File: config.mk
export PLATFORM = sky130hd
export DESIGN_NAME = aes_panel_ctrl
export DESIGN_NICKNAME = d
export VERILOG_FILES = /design/src/rtl/aes_panel_ctrl.sv
export SDC_FILE = /design/constraint.sdc
export NUM_CORES = 1
export LEC_CHECK = 0
export ABC_CLOCK_PERIOD_IN_PS = 9600
export CAP_MARGIN = 20
export CORE_MARGIN = 2
export CORE_UTILIZATION = 35
export DETAILED_ROUTE_END_ITERATION = 10
export PLACE_DENSITY_LB_ADDON = 0.25
export SLEW_MARGIN = 0
export SYNTH_ARGS = -nofsm -noshare
export SYNTH_HDL_FRONTEND = slang
export SYNTH_SLANG_ARGS = --single-unit
File: constraint.sdc
create_clock -name clk -period 9.6 [get_ports clk]
set_input_delay 2.4 -clock clk [delete_from_list [all_inputs] [get_ports clk]]
set_output_delay 2.4 -clock clk [all_outputs]
set_load 0.02 [all_outputs]
File: src/rtl/aes_panel_ctrl.sv
// Front-panel controller for the AES demo: button edge detection, preset select, encryptor launch and paged ciphertext display.
// Optional WAIT timeout with ERR state is enabled by defining PANEL_TIMEOUT_EN.
module aes_panel_ctrl #(
  parameter int DATA_W      = 128,
  parameter int DIGITS      = 8,
  parameter int NUM_PT      = 4,
  parameter int TIMEOUT_CYC = 1024,
  localparam int PAGES      = DATA_W / (4 * DIGITS),
  localparam int SEL_W      = (NUM_PT > 1) ? $clog2(NUM_PT) : 1,
  localparam int PAGE_W     = (PAGES > 1) ? $clog2(PAGES) : 1
) (
  input  logic                  clk,
  input  logic                  rst,
  input  logic                  btn_go_n,
  input  logic                  btn_sel_n,
  input  logic                  btn_page_n,
  output logic                  enc_load,
  output logic [SEL_W-1:0]      enc_pt_sel,
  input  logic [DATA_W-1:0]     enc_ct,
  input  logic                  enc_valid,
  output logic [4*DIGITS-1:0]   disp_data,
  output logic [PAGE_W-1:0]     disp_page,
  output logic                  busy,
  output logic                  done,
  output logic                  err
);

  localparam int SLICE = 4 * DIGITS;

  typedef enum logic [2:0] {
    S_IDLE,
    S_START,
    S_WAIT,
    S_SHOW
`ifdef PANEL_TIMEOUT_EN
    , S_ERR
`endif
  } state_e;

  state_e              state_q, state_d;
  logic                go_q, sel_btn_q, page_btn_q;
  logic [SEL_W-1:0]    sel_q, sel_d;
  logic [PAGE_W-1:0]   page_q, page_d;
  logic [DATA_W-1:0]   ct_q, ct_d;
  logic                load_q, busy_q, done_q;

  logic go_press, sel_press, page_press;
  assign go_press   = go_q & ~btn_go_n;
  assign sel_press  = sel_btn_q & ~btn_sel_n;
  assign page_press = page_btn_q & ~btn_page_n;

`ifdef PANEL_TIMEOUT_EN
  localparam int CNT_W = $clog2(TIMEOUT_CYC + 1);
  logic [CNT_W-1:0] cnt_q, cnt_d;
  logic             err_q;
`endif

  // Preset index is frozen while an encryption is in flight
  always_comb begin
    sel_d = sel_q;
    if (sel_press && !(state_q == S_START || state_q == S_WAIT)) begin
      sel_d = (sel_q == SEL_W'(NUM_PT - 1)) ? '0 : sel_q + SEL_W'(1);
    end
    page_d = page_q;
    if (page_press) begin
      page_d = (page_q == '0) ? PAGE_W'(PAGES - 1) : page_q - PAGE_W'(1);
    end
  end

  always_comb begin
    state_d = state_q;
    ct_d    = ct_q;
`ifdef PANEL_TIMEOUT_EN
    cnt_d   = cnt_q;
`endif
    case (state_q)
      S_IDLE:  if (go_press) state_d = S_START;
      S_START: begin
        state_d = S_WAIT;
`ifdef PANEL_TIMEOUT_EN
        cnt_d   = '0;
`endif
      end
      S_WAIT: begin
        if (enc_valid) begin
          ct_d    = enc_ct;
          state_d = S_SHOW;
        end
`ifdef PANEL_TIMEOUT_EN
        else if (cnt_q == CNT_W'(TIMEOUT_CYC - 1)) state_d = S_ERR;
        else cnt_d = cnt_q + CNT_W'(1);
`endif
      end
      S_SHOW:  if (go_press) state_d = S_START;
`ifdef PANEL_TIMEOUT_EN
      S_ERR:   if (go_press) state_d = S_START;
`endif
      default: state_d = S_IDLE;
    endcase
  end

  // Status outputs are registered from next state so they align with the state they describe
  always_ff @(posedge clk or posedge rst) begin
    if (rst) begin
      state_q    <= S_IDLE;
      go_q       <= 1'b1;
      sel_btn_q  <= 1'b1;
      page_btn_q <= 1'b1;
      sel_q      <= '0;
      page_q     <= PAGE_W'(PAGES - 1);
      ct_q       <= '0;
      load_q     <= 1'b0;
      busy_q     <= 1'b0;
      done_q     <= 1'b0;
    end else begin
      state_q    <= state_d;
      go_q       <= btn_go_n;
      sel_btn_q  <= btn_sel_n;
      page_btn_q <= btn_page_n;
      sel_q      <= sel_d;
      page_q     <= page_d;
      ct_q       <= ct_d;
      load_q     <= (state_d == S_START);
      busy_q     <= (state_d == S_START) || (state_d == S_WAIT);
      done_q     <= (state_d == S_SHOW);
    end
  end

`ifdef PANEL_TIMEOUT_EN
  always_ff @(posedge clk or posedge rst) begin
    if (rst) begin
      cnt_q <= '0;
      err_q <= 1'b0;
    end else begin
      cnt_q <= cnt_d;
      err_q <= (state_d == S_ERR);
    end
  end
  assign err = err_q;
`else
  assign err = 1'b0;
`endif

  assign enc_load   = load_q;
  assign busy       = busy_q;
  assign done       = done_q;
  assign enc_pt_sel = sel_q;
  assign disp_page  = page_q;
  assign disp_data  = ct_q[int'(page_q) * SLICE +: SLICE];

endmodule

==> flow_summary.yaml <==
worst_setup_path:
  crit_family: "buffers and inverters"
  critPathCapture: "disp_data[1]"
  crit_chain: "buf_4, mux4_2, clkdlybuf4s50_1"
  endpoint_kind: "output pin"
  r2r_slack_ns: 6.80
  timing.rr.start: "state_q[2]$_DFF_PP0_"
  cp_num_cells: 3
  max_stage_delay_ns: 0.93
  critical_path_arrival_ns: 2.97
  r2r-end: "ct_q[20]$_DFFE_PP0P_"
  path_class: "reg2out"
  critPathLaunchType: "flip-flop"
  cp_max_fo: 19
  rr_worst_depth: 3
  startpoint: "disp_page[1]$_DFFE_PP1P_"
  crit_slowest_cell: "dfstp_2"
  cp_num_buf_inv: 2
  required_ns: 7.20
drt:
  wl_um: 14400
  viasPerCell: 4.73
  dr.pass1.iters: 4
  drc: 0
  vias: 3659
  drt_iter0_markers: 115
  drtAntennaViolNets: 0
  wl_per_cell_um: 18.6
synth:
  yosys_warnings: 0
  synth_top_cells_by_count: "136 x dfrtp_1, 120 x mux2_4, 32 x mux4_2"
  synth.most_common_cell: "dfrtp_1"
  synth_area_um2: 6650
  synth_edf_count: 0
  synthCells: 353
  ys_seq_area_share_pct: 53.1
  ys_async_sr_fraction_pct: 100
  yosysTopAreaCell: "dfrtp_1"
  synth_cell_types: 27
  syn_area_per_cell_um2: 18.8
  ys_top_cells_by_area: "dfrtp_1 51%, mux2_4 27%, mux4_2 11%, buf_12 3.3%, dfstp_2 2.0%"
  synthFlopType: "dfrtp_1"
  synth_top_area_share_pct: 51.2
  ys_seq_elements: 141
clocking:
  cts_hold_buf: 0
  htreeDepth: 4
  cts_tree: "done"
  clock-root-buffer: "clkbuf_16"
  clk_pin_slew_ns: 0.06
  worstSkewPairLatency_ns: 0.41
  cts.sink_count: 141
  post-cts-setup-buffer-count: 0
  ctsLongestPathBuffers: 2
  cts_resized: 0
  cts_made_buffers: 17
sta:
  fin_hold_ws_ns: 0.489
  worst_pin_slew_ns: 1.03
  rsz0062_at_grt: "false"
  finalSetupTns_ns: 0
  slew_headroom_pct: 31.2
  setup_viol: 0
  finalHoldViolCount: 0
  finalClockSkew_ns: 0.00589
  post-route-period-util_pct: 55.9
  fmax_mhz: 186
  period_minus_slack_ns: 5.37
  maxSlewViolCount: 0
die:
  die_area_um2: 20100
  core_area_um2: 18700
  ios: 174
  die_y_um: 142
  core.rowCount: 50
  start_util_pct: 35.6
  die_x_um: 142
final_layout:
  drive_gt1_share_pct: 36.3
  areaGrowthSynthToFinish_pct: 36.3
  fin_util_pct: 48.5
  instances_no_fill: 774
  n_fill_cell: 1592
  nNetsFinal: 664
  diodes: 0
global_routing:
  grt_pass1_vias: 4158
  grt_max_degree: 85
  top_usage_layer: "met2"
  gr-usage-met1_pct: 20.1
  grt_overflow_total: 0
  grtUsageTotal_pct: 15.1
  met2_usage_pct: 24.2
  grt_pass1_wl_um: 23300
  grt_use_met3_pct: 4.29
  antenna_found_initial: 0
pwr:
  p_total_mw: 2.71
  combPwrFrac_pct: 38.6
  switching_power_uw: 787
  switching_share_pct: 29.1
  p_seq_share_pct: 35.2
  intPower_mw: 1.92
  pwr_density_cell_nw_per_um2: 298
  peakVddDrop_mv: 0.118
  power_leakage_nw: 3.89
  p_clk_share_pct: 26.1
placement:
  gp_congestion: 0.752
  place_inst: 741
  hpwl_um: 9550
  port_buffers: 172
run:
  drv_cap: 0
status:
  status: "complete, no violations"
worst_hold_path:
  hold_class: "reg2reg"
[worst min path at each step]
stage | startpoint | to | slack [ns] | cells after the start
global placement | ct_q[17]$_DFFE_PP0P_ | ct_q[17]$_DFFE_PP0P_ | 0.46 | 1
detailed placement | ct_q[19]$_DFFE_PP0P_ | ct_q[19]$_DFFE_PP0P_ | 0.48 | 1
finish | ct_q[17]$_DFFE_PP0P_ | ct_q[17]$_DFFE_PP0P_ | 0.49 | 1
global route | ct_q[17]$_DFFE_PP0P_ | ct_q[17]$_DFFE_PP0P_ | 0.51 | 1
floorplan | ct_q[15]$_DFFE_PP0P_ | ct_q[15]$_DFFE_PP0P_ | 0.45 | 1
CTS | ct_q[18]$_DFFE_PP0P_ | ct_q[18]$_DFFE_PP0P_ | 0.49 | 1
[cell families after synthesis]
logic type / Yosys count / share of synthesized area (%)
compound gates: 8 / 0.790
xor+xnor: 1 / 0.132
fa+ha+maj: 2 / 0.376
buf+inv: 28 / 4.97
flops: 141 / 53.1
mux: 162 / 39.6
other cells: 1 / 0.0564
simple gates: 10 / 0.941
[registers in the layout (all words and copies together), names as in the netlist]
register	flops
busy	1
ct_q	128
disp_page	2
done	1
enc_load	1
enc_pt_sel	2
go_q	1
page_btn_q	1
sel_btn_q	1
state_q	3
[power by group through the flow]
stage | combinational (mW) | clock, mW | sequential [mW]
2_1_floorplan | 0.713 | 0 | 0.900
3_3_place_gp | 1.01 | 0 | 0.976
3_5_place_dp | 1.02 | 0 | 0.985
4_1_cts | 1.03 | 0.726 | 0.982
5_1_grt | 1.10 | 0.754 | 0.986
6_report | 1.04 | 0.707 | 0.954
[final cells by class]
cell class              instances  area (um^2)  area share, %
inverters                       5         23.8          0.262
clock buffers                  18          439           4.84
well taps                     234          293           3.23
multi-input cells             185         2790           30.8
flip-flops and latches        141         3530           39.0
clock inverters                13          186           2.06
repair buffers                178         1800           19.8
[cells in the final DEF, fill, tap and decap left out, types with 2 or more instances in the layout]
cell type,n
a21oi_1,2
buf_4,4
bufinv_16,4
clkbuf_16,17
clkdlybuf4s50_1,172
clkinv_2,3
conb_1,2
dfrtp_1,136
dfstp_2,5
ha_1,2
inv_1,4
inv_6,5
mux2_1,10
mux2_4,120
mux4_2,32
nand2_1,2
nor2_1,2
o21ai_0,2
[per-layer routing]
layer  up-vias  part of all wire [%]
met5         -                     0
met4         0                  0.91
met3        10                   4.5
met2        95                    49
met1      1910                    45
li1       1644                     -
[through the flow]
| stage | area [um^2] | worst slack, ns |
|---|---|---|
| 2_1_floorplan | 6660 | 3.43 |
| 3_3_place_gp | 8390 | 4.51 |
| 3_5_place_dp | 8390 | 4.40 |
| 4_1_cts | 9020 | 4.12 |
| 5_1_grt | 9070 | 4.04 |
| 6_report | 9070 | 4.23 |
No activity file was read; power rests on OpenSTA's default activity.
